===== config.mk =====
export PLATFORM = sky130hd
export DESIGN_NAME = conv_frame_ctrl
export DESIGN_NICKNAME = d
export VERILOG_FILES = /design/src/rtl/conv_frame_ctrl.sv
export SDC_FILE = /design/constraint.sdc
export NUM_CORES = 1
export LEC_CHECK = 0
export ABC_AREA = 1
export CAP_MARGIN = 20
export CORE_UTILIZATION = 63
export DETAILED_ROUTE_END_ITERATION = 10
export PLACE_DENSITY = 0.9
export SETUP_SLACK_MARGIN = 0.05
export SLEW_MARGIN = 0
export SYNTH_ARGS = -nofsm -noshare
export SYNTH_HDL_FRONTEND = slang
export SYNTH_SLANG_ARGS = --single-unit
export TNS_END_PERCENT = 100

===== constraint.sdc =====
create_clock -name clk -period 7.1 [get_ports clk]
set_clock_uncertainty 0.1 [all_clocks]
set_input_delay 1.065 -clock clk [delete_from_list [all_inputs] [get_ports clk]]
set_output_delay 1.065 -clock clk [all_outputs]
set_load 0.02 [all_outputs]

===== src/rtl/conv_frame_ctrl.sv =====
// conv_frame_ctrl: frame-level sequencer for a 3x3 Laplacian convolution engine.
// Takes a ready/valid pixel stream, drives the engine (pixel, clock-enable, reset),
// flushes the engine pipeline at end of frame, buffers results in a small
// first-word-fall-through FIFO and emits them with start/end-of-frame tags.
// Optional build macro: CONV_CTRL_STATS_EN adds saturating stall counters
// stall_in_cnt / stall_out_cnt (cleared when a new frame starts).
//
// Handshake semantics (both streams): a transfer happens on a rising clk edge
// where valid and ready are both high; valid never depends on ready of the same
// port; data and tags are only meaningful while valid is high.
module conv_frame_ctrl #(
  parameter int WORD_SIZE  = 8,
  parameter int ROW_SIZE   = 540,
  parameter int COL_SIZE   = 480,
  parameter int PIPE_LAT   = 3,
  parameter int FIFO_DEPTH = 4
) (
  input  logic                 clk,
  input  logic                 rst_n,
  input  logic                 start,
  input  logic [WORD_SIZE-1:0] in_pixel,
  input  logic                 in_valid,
  input  logic                 in_last,
  output logic                 in_ready,
  output logic [WORD_SIZE-1:0] conv_pixel,
  output logic                 conv_ce,
  output logic                 conv_rst,
  input  logic [WORD_SIZE-1:0] eng_pixel,
  input  logic                 eng_valid,
  output logic [WORD_SIZE-1:0] out_pixel,
  output logic                 out_valid,
  input  logic                 out_ready,
  output logic                 out_sof,
  output logic                 out_eof,
  output logic                 busy,
  output logic                 frame_done,
  output logic                 err
`ifdef CONV_CTRL_STATS_EN
  ,
  output logic [31:0]          stall_in_cnt,
  output logic [31:0]          stall_out_cnt
`endif
);

  localparam int NPIX  = ROW_SIZE * COL_SIZE;
  localparam int EXP   = (ROW_SIZE - 2) * (COL_SIZE - 2);
  localparam int IN_W  = $clog2(NPIX - 1) + 1;
  localparam int RES_W = $clog2(EXP) + 1;
  localparam int FL_W  = $clog2(PIPE_LAT) + 1;
  localparam int AW    = $clog2(FIFO_DEPTH);
  localparam int CNT_W = $clog2(FIFO_DEPTH) + 1;

  localparam logic [IN_W-1:0]  LAST_IDX = IN_W'(NPIX - 1);
  localparam logic [RES_W-1:0] EXP_CNT  = RES_W'(EXP);
  localparam logic [RES_W-1:0] EOF_CNT  = RES_W'(EXP - 1);
  localparam logic [FL_W-1:0]  FL_LAST  = FL_W'(PIPE_LAT - 1);
  localparam logic [CNT_W-1:0] FULL_CNT = CNT_W'(FIFO_DEPTH);

  typedef enum logic [2:0] {
    S_IDLE  = 3'd0,
    S_CLR   = 3'd1,
    S_RUN   = 3'd2,
    S_FLUSH = 3'd3,
    S_DRAIN = 3'd4
  } state_t;

  state_t              state_q, state_d;
  logic [IN_W-1:0]     in_cnt_q, in_cnt_d;
  logic [RES_W-1:0]    res_cnt_q, res_cnt_d;
  logic [RES_W-1:0]    out_cnt_q, out_cnt_d;
  logic [FL_W-1:0]     flush_cnt_q, flush_cnt_d;
  logic [AW-1:0]       wr_ptr_q, wr_ptr_d;
  logic [AW-1:0]       rd_ptr_q, rd_ptr_d;
  logic [CNT_W-1:0]    fifo_cnt_q, fifo_cnt_d;
  logic                err_q, err_d;
  logic                frame_done_q, frame_done_d;
  logic [WORD_SIZE-1:0] mem_q [FIFO_DEPTH];

  logic fifo_free;
  logic push;
  logic pop;
  logic drop;
  logic fifo_clr;

  // Output decode from the registered state and FIFO occupancy.
  always_comb begin
    fifo_free  = (fifo_cnt_q != FULL_CNT);
    in_ready   = 1'b0;
    conv_ce    = 1'b0;
    conv_pixel = '0;
    conv_rst   = (state_q == S_IDLE) || (state_q == S_CLR);
    busy       = (state_q != S_IDLE);
    case (state_q)
      S_RUN: begin
        in_ready   = fifo_free;
        conv_ce    = in_valid & fifo_free;
        conv_pixel = in_pixel;
      end
      S_FLUSH: conv_ce = fifo_free;
      default: ;
    endcase
    out_valid = (fifo_cnt_q != '0);
    out_pixel = mem_q[rd_ptr_q];
    out_sof   = out_valid & (out_cnt_q == '0);
    out_eof   = out_valid & (out_cnt_q == EOF_CNT);
    pop       = out_valid & out_ready;
    // Results are only trusted on enabled engine cycles; surplus ones are dropped.
    push      = conv_ce & eng_valid & (res_cnt_q < EXP_CNT);
    drop      = conv_ce & eng_valid & (res_cnt_q == EXP_CNT);
  end

  assign frame_done = frame_done_q;
  assign err        = err_q;

  // Next-state logic for the sequencer, counters and FIFO pointers.
  always_comb begin
    state_d      = state_q;
    in_cnt_d     = in_cnt_q;
    flush_cnt_d  = flush_cnt_q;
    err_d        = err_q | drop;
    frame_done_d = pop & out_eof;
    fifo_clr     = 1'b0;
    res_cnt_d    = push ? res_cnt_q + RES_W'(1) : res_cnt_q;
    out_cnt_d    = pop ? out_cnt_q + RES_W'(1) : out_cnt_q;
    wr_ptr_d     = push ? wr_ptr_q + AW'(1) : wr_ptr_q;
    rd_ptr_d     = pop ? rd_ptr_q + AW'(1) : rd_ptr_q;
    fifo_cnt_d   = fifo_cnt_q + CNT_W'(push) - CNT_W'(pop);
    case (state_q)
      S_IDLE: begin
        if (start) begin
          state_d = S_CLR;
          err_d   = 1'b0;
        end
      end
      S_CLR: begin
        state_d     = S_RUN;
        in_cnt_d    = '0;
        res_cnt_d   = '0;
        out_cnt_d   = '0;
        flush_cnt_d = '0;
        fifo_clr    = 1'b1;
      end
      S_RUN: begin
        if (conv_ce) begin
          // Position counting ends the frame; in_last is only cross-checked.
          if (in_last != (in_cnt_q == LAST_IDX)) err_d = 1'b1;
          if (in_cnt_q == LAST_IDX) state_d = S_FLUSH;
          else                      in_cnt_d = in_cnt_q + IN_W'(1);
        end
      end
      S_FLUSH: begin
        if (conv_ce) begin
          if (flush_cnt_q == FL_LAST) state_d = S_DRAIN;
          else                        flush_cnt_d = flush_cnt_q + FL_W'(1);
        end
      end
      S_DRAIN: begin
        if (res_cnt_q < EXP_CNT) begin
          // Engine delivered too few results: abandon the frame without out_eof.
          err_d    = 1'b1;
          state_d  = S_IDLE;
          fifo_clr = 1'b1;
        end else if (pop & out_eof) begin
          state_d = S_IDLE;
        end
      end
      default: state_d = S_IDLE;
    endcase
    if (fifo_clr) begin
      wr_ptr_d   = '0;
      rd_ptr_d   = '0;
      fifo_cnt_d = '0;
    end
  end

  // State, counter and flag registers with synchronous active-low reset.
  always_ff @(posedge clk) begin
    if (!rst_n) begin
      state_q      <= S_IDLE;
      in_cnt_q     <= '0;
      res_cnt_q    <= '0;
      out_cnt_q    <= '0;
      flush_cnt_q  <= '0;
      wr_ptr_q     <= '0;
      rd_ptr_q     <= '0;
      fifo_cnt_q   <= '0;
      err_q        <= 1'b0;
      frame_done_q <= 1'b0;
    end else begin
      state_q      <= state_d;
      in_cnt_q     <= in_cnt_d;
      res_cnt_q    <= res_cnt_d;
      out_cnt_q    <= out_cnt_d;
      flush_cnt_q  <= flush_cnt_d;
      wr_ptr_q     <= wr_ptr_d;
      rd_ptr_q     <= rd_ptr_d;
      fifo_cnt_q   <= fifo_cnt_d;
      err_q        <= err_d;
      frame_done_q <= frame_done_d;
    end
  end

  // FIFO storage; contents are qualified by fifo_cnt_q so no reset is needed.
  always_ff @(posedge clk) begin
    if (push) mem_q[wr_ptr_q] <= eng_pixel;
  end

`ifdef CONV_CTRL_STATS_EN
  logic [31:0] stall_in_cnt_q, stall_in_cnt_d;
  logic [31:0] stall_out_cnt_q, stall_out_cnt_d;

  // Saturating stall counters, restarted when a frame is accepted.
  always_comb begin
    stall_in_cnt_d  = stall_in_cnt_q;
    stall_out_cnt_d = stall_out_cnt_q;
    if (state_q == S_CLR) begin
      stall_in_cnt_d  = '0;
      stall_out_cnt_d = '0;
    end else begin
      if ((state_q == S_RUN) && in_valid && !in_ready && (stall_in_cnt_q != '1))
        stall_in_cnt_d = stall_in_cnt_q + 32'd1;
      if (out_valid && !out_ready && (stall_out_cnt_q != '1))
        stall_out_cnt_d = stall_out_cnt_q + 32'd1;
    end
  end

  // Stall counter registers.
  always_ff @(posedge clk) begin
    if (!rst_n) begin
      stall_in_cnt_q  <= '0;
      stall_out_cnt_q <= '0;
    end else begin
      stall_in_cnt_q  <= stall_in_cnt_d;
      stall_out_cnt_q <= stall_out_cnt_d;
    end
  end

  assign stall_in_cnt  = stall_in_cnt_q;
  assign stall_out_cnt = stall_out_cnt_q;
`endif

endmodule


Word level (Yosys, flattened, before mapping)

Memories as Yosys holds them, arrays and structs flattened. A register that Yosys moved wholly into a read port is not among the register bits.
Cells that the tools add are included.

Bits in registers: 72
Bits in latches: 0
RAM bits: 32
Memory bits (read-only): 0
Output and inout bits: 25
Logic and storage cells: 88
Memories kept: 1

Memories:

| name  | depth | width | rd ports | clocked after Yosys merged registers in | write ports | line | RTL |
|---|---|---|---|---|---|---|---|
| mem_q | 4     | 8     | 1        | 1                                       | 1           | 77   | `logic [WORD_SIZE-1:0] mem_q [FIFO_DEPTH];` |

$add $sub $neg: 8
$mul: 0
Divide/modulo/power cells: 0
Order comparisons: 1
Eq/ne operators: 18
Shift-type cells: 0
Multiplexer cells: 28
Bitwise gates (word level): 10
Reduce and logical (&&, ||, !) cells: 12

Operators by type and width:

| cell                                                 | count |
|---|---|
| adder 19 x 1 -> 19 bit, second input constant        | 3 |
| == test 19 x 18 -> 1 bit, second input constant      | 3 |
| two-way mux 19 bit                                   | 2 |
| case mux 19 bit (2 select lines)                     | 1 |
| two-way mux 3 bit                                    | 9 |
| zero test 19 bit                                     | 1 |
| < comparator 19 x 18 -> 1 bit, second input constant | 1 |
| case mux 3 bit (5 select lines)                      | 1 |
| inequality test 2 bit, second input constant         | 7 |
| == test 3 x 2 -> 1 bit, second input constant        | 3 |
| bitwise AND 1 bit                                    | 8 |
| two-way mux 1 bit                                    | 8 |
| two-way mux 8 bit                                    | 1 |
| inequality test 3 bit, second input constant         | 2 |
| case mux 3 bit (2 select lines)                      | 1 |
| AND reduction 3 bit                                  | 2 |
| AND reduction 6 bit                                  | 1 |
| nonzero test 3 bit                                   | 2 |
| adder 2 x 1 -> 2 bit, second input constant          | 2 |
| two-way mux 2 bit                                    | 2 |
| case mux 1 bit (2 select lines)                      | 2 |
| nonzero test 2 bit                                   | 2 |
| OR reduction 2 bit                                   | 2 |
| adder 3 x 1 -> 3 bit                                 | 1 |
| 10 further kinds                                     | 10 |

Longest topological paths before layout

Gate-level depths: netlist of the first run.

Depth in word-level cells: 9
Mapped depth: 16
Gate-level depth less buffers: 15

Worst setup path after synthesis of the first run

No wires, ideal clock.

Path kind: input to register
Start: input port in_valid
End: register fifo_cnt_q[2]
Arrival time: 2.897 ns
Slack: 3.983 ns
Stages on the path: 13
Path buffers: 1
Cells stage by stage: nand3_2 -> nand2_2 -> nand2_2 -> nor2_4 -> inv_2 -> buf_6 -> ha_1 -> inv_1 -> ha_1 -> fa_1 -> xnor2_1 -> xor2_1 -> nor2_1

Longest elaborated chain between the ends: 6

Ends and longest elaborated chain:

| what                            | line | RTL |
|---|---|---|
| start: declaration              | 22   | `input logic in_valid,` |
| bitwise AND 1 bit               | 96   | `conv_ce = in_valid & fifo_free;` |
| case mux 1 bit (2 select lines) | 93   | `case (state_q)` |
| via conv_ce                     | 26   | `output logic conv_ce,` |
| bitwise AND 1 bit (2 in a row)  | 108  | `push = conv_ce & eng_valid & (res_cnt_q < EXP_CNT);` |
| adder 3 x 1 -> 3 bit            | 127  | `fifo_cnt_d = fifo_cnt_q + CNT_W'(push) - CNT_W'(pop);` |
| subtractor 3 x 1 -> 3 bit       | 127  |  |
| end signal: assignment          | 197  | `fifo_cnt_q <= fifo_cnt_d;` |
| end: declaration                | 74   | `logic [CNT_W-1:0] fifo_cnt_q, fifo_cnt_d;` |

The timed path passes the listed nets, and every way through them passes these cells.
A chain may end at the register's enable or synchronous reset.

Worst setup path in the final report of the first run

Start: input port in_valid
End: register fifo_cnt_q[2]

Longest elaborated chain between the ends: 6

Ends and longest elaborated chain:

| what                            | line |
|---|---|
| bitwise AND 1 bit               | 96 |
| case mux 1 bit (2 select lines) | 93 |
| bitwise AND 1 bit (2 in a row)  | 108 |
| adder 3 x 1 -> 3 bit            | 127 |
| subtractor 3 x 1 -> 3 bit       | 127 |

No other way between the ends.

==> impl_metrics.yaml, run 1 <==
global_routing:
  grt.overflow.total: 0
  grt_start_max_net_pins: 27
  grt_pass1_wl_mm: 20.4
  antenna_found_initial: 0
  grt_pass1_vias: 4704
  grt_usage_pct: 28.0
run_status:
  status: "completed"
critical_path:
  cp_top_family: "adder cells"
  arrival_ns: 4.02
  critPathCaptureType: "register"
  required_ns: 7.26
  path_buf_inv: 3
  start_kind: "input port"
  cp_slowest_cell: "clkdlybuf4s50_1"
  critPathMaxFanout: 24
  crit_path_cell_trace: "clkdlybuf4s50_1 > nand3_2 > nand2_2 > nand2_2 > nor2_4 > inv_2 > ha_1 > inv_1 > ha_1 > fa_1 > xnor2_1 > xor2_1 > nor2_1"
  critPathMaxStageDelay_ns: 0.49
  critPathKind: "in -> reg"
cells_and_area:
  syn_to_final_growth_pct: 12.6
  post-route-cell-area_sq_um: 6310
  multi_input_comb_area_sq_um: 2630
  fin_cells: 924
  antenna_cells: 0
  drive_above_1_share_pct: 4.78
  nets: 848
  seq_area_sq_um: 2440
  fillCellCount: 670
timing:
  final.period_utilization_pct: 54.4
  setup_ws_ns: 3.24
  slew_viol_final: 0
  slew_headroom_pct: 40.8
  setup_violations: 0
  worst_slew_pin_slew_ns: 0.886
  tns_ns: 0
  hold_viol: 0
  rsz0062_at_grt: "no"
  period_needed_ns: 3.86
  fmax_mhz: 259
synthesis:
  ys.flop_type: "dfxtp_1"
  ys_async_sr_fraction_pct: 0
  syn_nets: 807
  synth-seq-cells: 106
  netlist_instances: 770
  yosys_warnings: 0
  synth-edff-count: 32
  postSynthAreaPerCell_sq_um: 7.27
  synth_cell_types: 38
  syn-cell-area_sq_um: 5600
  seq_area_frac_synth_pct: 43.6
placement:
  dp_slack_ns: 2.91
  globalplace.congestion: 0.892
  port_buffers: 47
  dpl.hpwl_mm: 9.11
  dpl.cell_count: 908
  dpl-instance-area_sq_um: 6100
worst_hold_path:
  hold_path.class: "reg -> reg"
detailed_routing:
  drc_errors: 0
  drtPass1Iterations: 4
  vias: 5245
  first_iter_violations: 317
  totalWireLength_mm: 12.7
  vias_per_cell: 5.68
  drtAntennaViolNets: 0
  wl_per_cell_um: 13.7
floorplan:
  coreArea_sq_um: 8680
  initial_core_util_pct: 64.5
  die_x_um: 96.3
  design.portCount: 48
  die-area_sq_um: 9270
  num_rows: 34
  die_y_um: 96.3
clock_network:
  cts.sinks: 106
  htreeDepth: 3
  clk_latency_ns: 0.37
  cts_tree: "done"
  cts_buffers: 9
  cts_root_buf: "clkbuf_8"
  cts_setup_buffers: 0
  clockBufferDepth: 2
  clk_pin_slew_ns: 0.10
  cts_resized: 0
  cts_hold_buffers: 0
power:
  power_mw: 1.71
  ir_worst_vdd_mv: 0.224
  power_density_nw_per_um2: 271
  power.leakage_nw: 2.34
run:
  max-cap-violations: 0
worst paths after layout:
kind,startpoint,end,slack (ns),cells past startpoint
worst max register to register,state_q[1],fifo_cnt_q[2],3.35,14
worst max-delay path,in_valid,fifo_cnt_q[2],3.24,13
worst min-delay path,flush_cnt_q[2],flush_cnt_q[2],0.38,1
worst min register to register,flush_cnt_q[2],flush_cnt_q[2],0.38,1
state kept, by name (all words and copies together) (netlist names), 2 cells and up, named ones only:
| name | count |
|---|---|
| mem_q | 32 |
| wr_ptr_q | 2 |
| flush_cnt_q | 3 |
| state_q | 3 |
| rd_ptr_q | 2 |
| in_cnt_q | 19 |
| res_cnt_q | 19 |
| out_cnt_q | 19 |
| fifo_cnt_q | 3 |
worst register-to-register path, cell delays in order, from the launching register on:
cell,delay [ns]
dfxtp_1,0.48
nand3_2,0.28
inv_2,0.29
nand3_2,0.12
nand2_2,0.11
nand2_2,0.07
nor2_4,0.40
inv_2,0.31
ha_1,0.37
inv_1,0.04
ha_1,0.19
fa_1,0.39
xnor2_1,0.21
xor2_1,0.21
nor2_1,0.07
area by class of cell:
cell class,instances,share of cell area [%]
Clock buffer,9,1.96
Clock inverter,7,1.23
Inverter,113,6.73
Multi-Input combinational cell,534,41.7
Sequential cell,106,38.7
Tap cell,108,2.14
Timing Repair Buffer,47,7.46
cell families after synthesis:
logic type	Yosys count	share of synthesized area [%]
simple gates	389	30.3
fa+ha+maj	14	3.26
compound gates	113	10.6
xor+xnor	18	2.81
flops	106	43.6
buf+inv	130	9.38
metal layers:
layer,GRT usage [%],wire [um]
met3,3.79,574
met4,12.7,278
met5,0,0
met1,34.4,5440
met2,48.5,6400
Yosys cell counts (5+ instances only):
cell	instances	area (sq um)
a21oi_1	54	270
nand3_2	5	50.1
xnor2_1	5	43.8
dfxtp_1	74	1480
nand4_1	20	125
o21ai_1	6	30.0
clkbuf_1	8	30.0
ha_1	13	163
nor4_1	5	31.3
xor2_1	13	114
o22ai_1	8	50.1
inv_2	6	22.5
inv_1	105	394
edfxtp_1	32	961
nand3_1	44	220
nand2_2	6	37.5
nand2_1	155	582
nor3_1	15	75.1
nor2_1	126	473
o21ai_0	38	190
report_power, final:
part           total (mW)  leakage [nW]  switching (mW)  internal (mW)
clock network       0.379        0.0954           0.213          0.166
registers           0.708         0.886          0.0417          0.667
logic               0.624          1.36           0.403          0.222
total                1.71          2.34           0.657           1.05
layout by cell type (no fill, tap or decap), types with 3 or more instances in the layout:
cell type,instances
nand2_1,155
nor2_1,126
inv_1,105
dfxtp_1,74
a21oi_1,54
clkdlybuf4s50_1,47
nand3_1,44
o21ai_0,38
edfxtp_1,32
nand4_1,20
nor3_1,15
xor2_1,13
ha_1,13
clkbuf_8,9
o22ai_1,8
nand2_2,6
inv_2,6
o21ai_1,6
nand3_2,5
nor4_1,5
xnor2_1,5
clkinv_1,3
metrics by stage:
stage | hold slack (ns) | utilization [%]
after floorplan | 0.312 | -
after global placement | 0.326 | 70.3
after detailed placement | 0.352 | 70.3
after CTS | 0.367 | 72.7
after global routing | 0.375 | 72.7
final | 0.375 | 72.7
No activity file was read; power rests on OpenSTA's default activity.
==> run 2, diff against run 1 <==
CORE_UTILIZATION = 53   (was 63)
PLACE_DENSITY = 0.81   (was 0.9)
clock period = 3.1 ns   (was 7.1 ns; I/O delays follow)
==> run 2 against run 1 <==
Compared with the run above:
- utilization shrank 10 points
- largest cell class unchanged
- worst setup slack lost 3.0 ns
- clock power rose by 120%
- clock-buffer cell count did not move
- combinational power grew 140%
- cell area up 1.6%
- worst hold slack lost 0.011 ns
- sequential power increased by 130%
==> impl_metrics.yaml, run 2 (synthesis results as in run 1) <==
timing:
  fmax_mhz: 352
  tns_ns: 0
  slew_headroom_pct: 68.4
  setup_violations: 0
  period_needed_ns: 2.84
  worst_slew_pin_slew_ns: 0.469
  hold_viol: 0
  slew_viol_final: 0
  final.period_utilization_pct: 91.6
  rsz0062_at_grt: "no"
floorplan:
  die-area_sq_um: 11000
  design.portCount: 48
  num_rows: 37
  coreArea_sq_um: 10300
  die_x_um: 105
  initial_core_util_pct: 54.5
  die_y_um: 105
cells_and_area:
  fillCellCount: 900
  largest_reg_flops: 32
  nets: 858
  fin_util_pct: 62.3
  regMostFlops: "mem_q"
  drive_above_1_share_pct: 6.05
  antenna_cells: 0
  syn_to_final_growth_pct: 14.4
  post-route-cell-area_sq_um: 6410
  final_cell_mix: "nand2_1, nor2_1, inv_1"
  final_common_cell: "nand2_1"
worst_hold_path:
  hold_start: "flush_cnt_q[2]"
  min_path_cells: 1
  hold_path.class: "reg -> reg"
  hold_path_end: "flush_cnt_q[2]"
clock_network:
  cts_setup_buffers: 0
  cts_root_buf: "clkbuf_8"
  cts.sinks: 106
  cts_resized: 0
  htreeDepth: 3
  clockBufferDepth: 2
  cts_tree: "done"
  clk_latency_ns: 0.37
  cts_buffers: 9
  cts_hold_buffers: 0
  clk_pin_slew_ns: 0.11
global_routing:
  grt_pass1_vias: 4723
  grt_start_max_net_pins: 26
  grt_pass1_wl_mm: 20.7
  grt_usage_pct: 23.1
  grt.overflow.total: 0
  antenna_found_initial: 0
critical_path:
  r2r_cells: 14
  r2r_slack_ns: 0.26
  arrival_ns: 3.00
  crit_start: "state_q[1]"
  critPathMaxFanout: 12
  start_kind: "register"
  required_ns: 3.26
  critPathKind: "reg -> reg"
  critPathCaptureType: "register"
  worstReg2RegEnd: "fifo_cnt_q[2]"
  worstReg2RegStart: "state_q[1]"
placement:
  dpl-instance-area_sq_um: 6210
  port_buffers: 47
  dpl.hpwl_mm: 8.86
  globalplace.congestion: 0.953
power:
  power_mw: 3.93
  ir_worst_vdd_mv: 0.366
  power_density_nw_per_um2: 613
  power.leakage_nw: 2.39
detailed_routing:
  drc_errors: 0
  drtAntennaViolNets: 0
  wl_per_cell_um: 12.7
  drtPass1Iterations: 6
  vias_per_cell: 5.28
  vias: 5081
  first_iter_violations: 268
  totalWireLength_mm: 12.2
run:
  max-cap-violations: 0
run_status:
  status: "completed"
==> run 2: layout make-up <==
type	instances	area, sq um	area share [%]
clock buffer	9	124	1.93
timing repair buffer	57	546	8.52
tap	136	170	2.66
multi-input combinational	534	2630	41.1
inverter	113	424	6.62
clock inverter	7	67.6	1.05
sequential	106	2440	38.1
==> run 2: worst max-delay path by stage <==
stage | endpoint | slack, ns
2_1_floorplan | fifo_cnt_q[2] | 0.46
3_3_place_gp | fifo_cnt_q[2] | 0.24
3_5_place_dp | fifo_cnt_q[2] | 0.1
4_1_cts | fifo_cnt_q[2] | 0.27
5_1_grt | fifo_cnt_q[2] | 0.07
6_report | fifo_cnt_q[2] | 0.26
==> run 2: power by group <==
part | switching [mW] | internal (mW)
logic | 0.937 | 0.544
clock network | 0.522 | 0.317
registers | 0.0809 | 1.53
==> run 2: worst max-delay path, cell delays in order, from the launching register on <==
cell	delay, ns
dfxtp_1	0.47
nand3_2	0.12
inv_2	0.20
nand3_2	0.12
nand2_2	0.11
nand2_2	0.08
nor2_4	0.12
inv_2	0.05
ha_1	0.27
inv_1	0.04
ha_1	0.18
fa_1	0.39
xnor2_1	0.24
xor2_1	0.18
nor2_1	0.06
==> run 2: per-stage QoR <==
stage / hold WS [ns] / setup WS, ns / instances
5_1_grt: 0.389 / 0.0673 / 962
4_1_cts: 0.359 / 0.268 / 962
6_report: 0.364 / 0.261 / 962
3_3_place_gp: 0.323 / 0.242 / 946
3_5_place_dp: 0.341 / 0.0993 / 946
2_1_floorplan: 0.312 / 0.457 / 770
==> run 2: metal layers <==
layer	vias to the layer above	track usage [%]	share of wire (%)
li1	2596	-	-
met1	2336	27.8	44
met2	127	41.4	50
met3	22	4.49	4.3
met4	0	7.04	1.5
met5	-	0	0
==> run 3, diff against run 2 <==
CORE_UTILIZATION = 25   (was 53)
PLACE_DENSITY = 0.46   (was 0.81)
==> run 3 against run 2 <==
Compared with the run above:
- utilization fell by 32 points
- clock-buffer cell count grew 1
- routed wire length is 11% higher
- cell area rose by 4.2%
- worst setup slack better by 0.13 ns
- non-clock buffer count is 1 higher
- sequential cell count stayed put
- critical path depth unchanged
- first-iteration DRC count shrank 11%
==> impl_metrics.yaml, run 3 (synthesis results as in run 1) <==
floorplan:
  coreArea_sq_um: 21900
  initial_core_util_pct: 25.6
  die_y_um: 152
  die-area_sq_um: 23000
  die_x_um: 152
  design.portCount: 48
  num_rows: 54
power:
  pwr-share-seq_pct: 38.0
  power_density_nw_per_um2: 631
  power.leakage_nw: 2.43
  power_mw: 4.21
  p_switching_mw: 1.58
  combPwrFrac_pct: 36.0
  ir_worst_vdd_mv: 0.298
  internal_power_mw: 2.62
  clkPwrFrac_pct: 26.0
  switching_share_pct: 37.6
timing:
  hold_viol: 0
  period_needed_ns: 2.71
  tns_ns: 0
  rsz0062_at_grt: "no"
  final.period_utilization_pct: 87.5
  slew_viol_final: 0
  worst_slew_pin_slew_ns: 0.490
  slew_headroom_pct: 67.1
  setup_violations: 0
  fmax_mhz: 369
cells_and_area:
  fin_util_pct: 30.5
  final_cell_mix: "nand2_1, nor2_1, inv_1"
  regMostFlops: "mem_q"
  fillCellCount: 2440
  largest_reg_flops: 32
  syn_to_final_growth_pct: 19.1
  antenna_cells: 0
  nets: 859
  final_common_cell: "nand2_1"
  fin_cells: 1107
  drive_above_1_share_pct: 6.05
global_routing:
  grt_pass1_wl_mm: 22.6
  grt_usage_pct: 12.6
  grt_start_max_net_pins: 26
  antenna_found_initial: 0
  grt.overflow.total: 0
  grt_pass1_vias: 4636
placement:
  globalplace.congestion: 0.762
  dpl.cell_count: 1091
  dpl.hpwl_mm: 9.73
  port_buffers: 47
run:
  max-cap-violations: 0
detailed_routing:
  drtPass1Iterations: 4
  wl_per_cell_um: 12.3
  vias_per_cell: 4.37
  drtAntennaViolNets: 0
  drc_errors: 0
  vias: 4841
  first_iter_violations: 239
  totalWireLength_mm: 13.6
clock_network:
  cts_buffers: 9
  clockBufferDepth: 2
  htreeDepth: 3
  cts_hold_buffers: 0
  cts_resized: 0
  cts.sinks: 106
  cts_setup_buffers: 0
  cts_tree: "done"
  clk_pin_slew_ns: 0.07
  clk_latency_ns: 0.36
  cts_root_buf: "clkbuf_16"
worst_hold_path:
  hold_path.class: "reg -> reg"
critical_path:
  arrival_ns: 2.85
  critPathCaptureType: "register"
  critPathMaxFanout: 12
  crit_path_cell_trace: "nand3_2 > inv_2 > nand3_2 > nand2_2 > nand2_2 > nor2_4 > inv_2 > ha_1 > inv_1 > ha_1 > fa_1 > xnor2_1 > xor2_1 > nor2_1"
  critPathMaxStageDelay_ns: 0.44
  critPathKind: "reg -> reg"
  cp_slowest_cell: "dfxtp_1"
  required_ns: 3.24
  start_kind: "register"
run_status:
  status: "completed"
-- run 3: metal layers --
metal / share of wire [%] / vias up / global-route usage [%]
met5: 0 / - / 0
met4: 1.0 / 0 / 3.71
met1: 51 / 2184 / 16.1
met3: 2.9 / 10 / 3.14
met2: 45 / 48 / 20.8
li1: - / 2599 / -
-- run 3: worst paths after layout --
path,start,slack (ns),cells after the start,to
hold / removal,flush_cnt_q[2],0.35,1,flush_cnt_q[2]
setup / recovery,state_q[1],0.39,14,fifo_cnt_q[2]
hold reg to reg,flush_cnt_q[2],0.35,1,flush_cnt_q[2]
setup reg to reg,state_q[1],0.39,14,fifo_cnt_q[2]
-- run 3: metrics by stage --
stage | worst slack [ns] | hold slack, ns | area (sq um)
after floorplan | 0.457 | 0.312 | 5600
after global placement | 0.223 | 0.332 | 6400
after detailed placement | 0.212 | 0.338 | 6400
after CTS | 0.316 | 0.355 | 6670
after global routing | 0.189 | 0.386 | 6670
final | 0.388 | 0.351 | 6670
-- run 3: power groups by stage --
stage          logic [mW]  clock network, mW  registers, mW
3_5_place_dp         1.54                  0           1.63
3_3_place_gp         1.54                  0           1.63
2_1_floorplan        1.00                  0           1.62
6_report             1.52               1.09           1.60
5_1_grt              1.72               1.18           1.61
4_1_cts              1.54               1.14           1.60
-- run 3: worst max-delay path: cells and delay by family, from the launching register on --
family                     cells  cell delay [ns]
buffers and inverters          3             0.29
DFF                            1             0.44
and+or+nand+nor                6             0.59
xor gates and xnor gates       2             0.35
adders and majority gates      3             0.82
-- run 3: final cells by class --
cell class,instances,area [sq um],area share [%]
Tap cell,280,350,5.25
Sequential cell,106,2440,36.6
Inverter,113,424,6.36
Clock buffer,10,229,3.43
Clock inverter,6,41.3,0.619
Timing Repair Buffer,58,553,8.29
Multi-Input combinational cell,534,2630,39.5
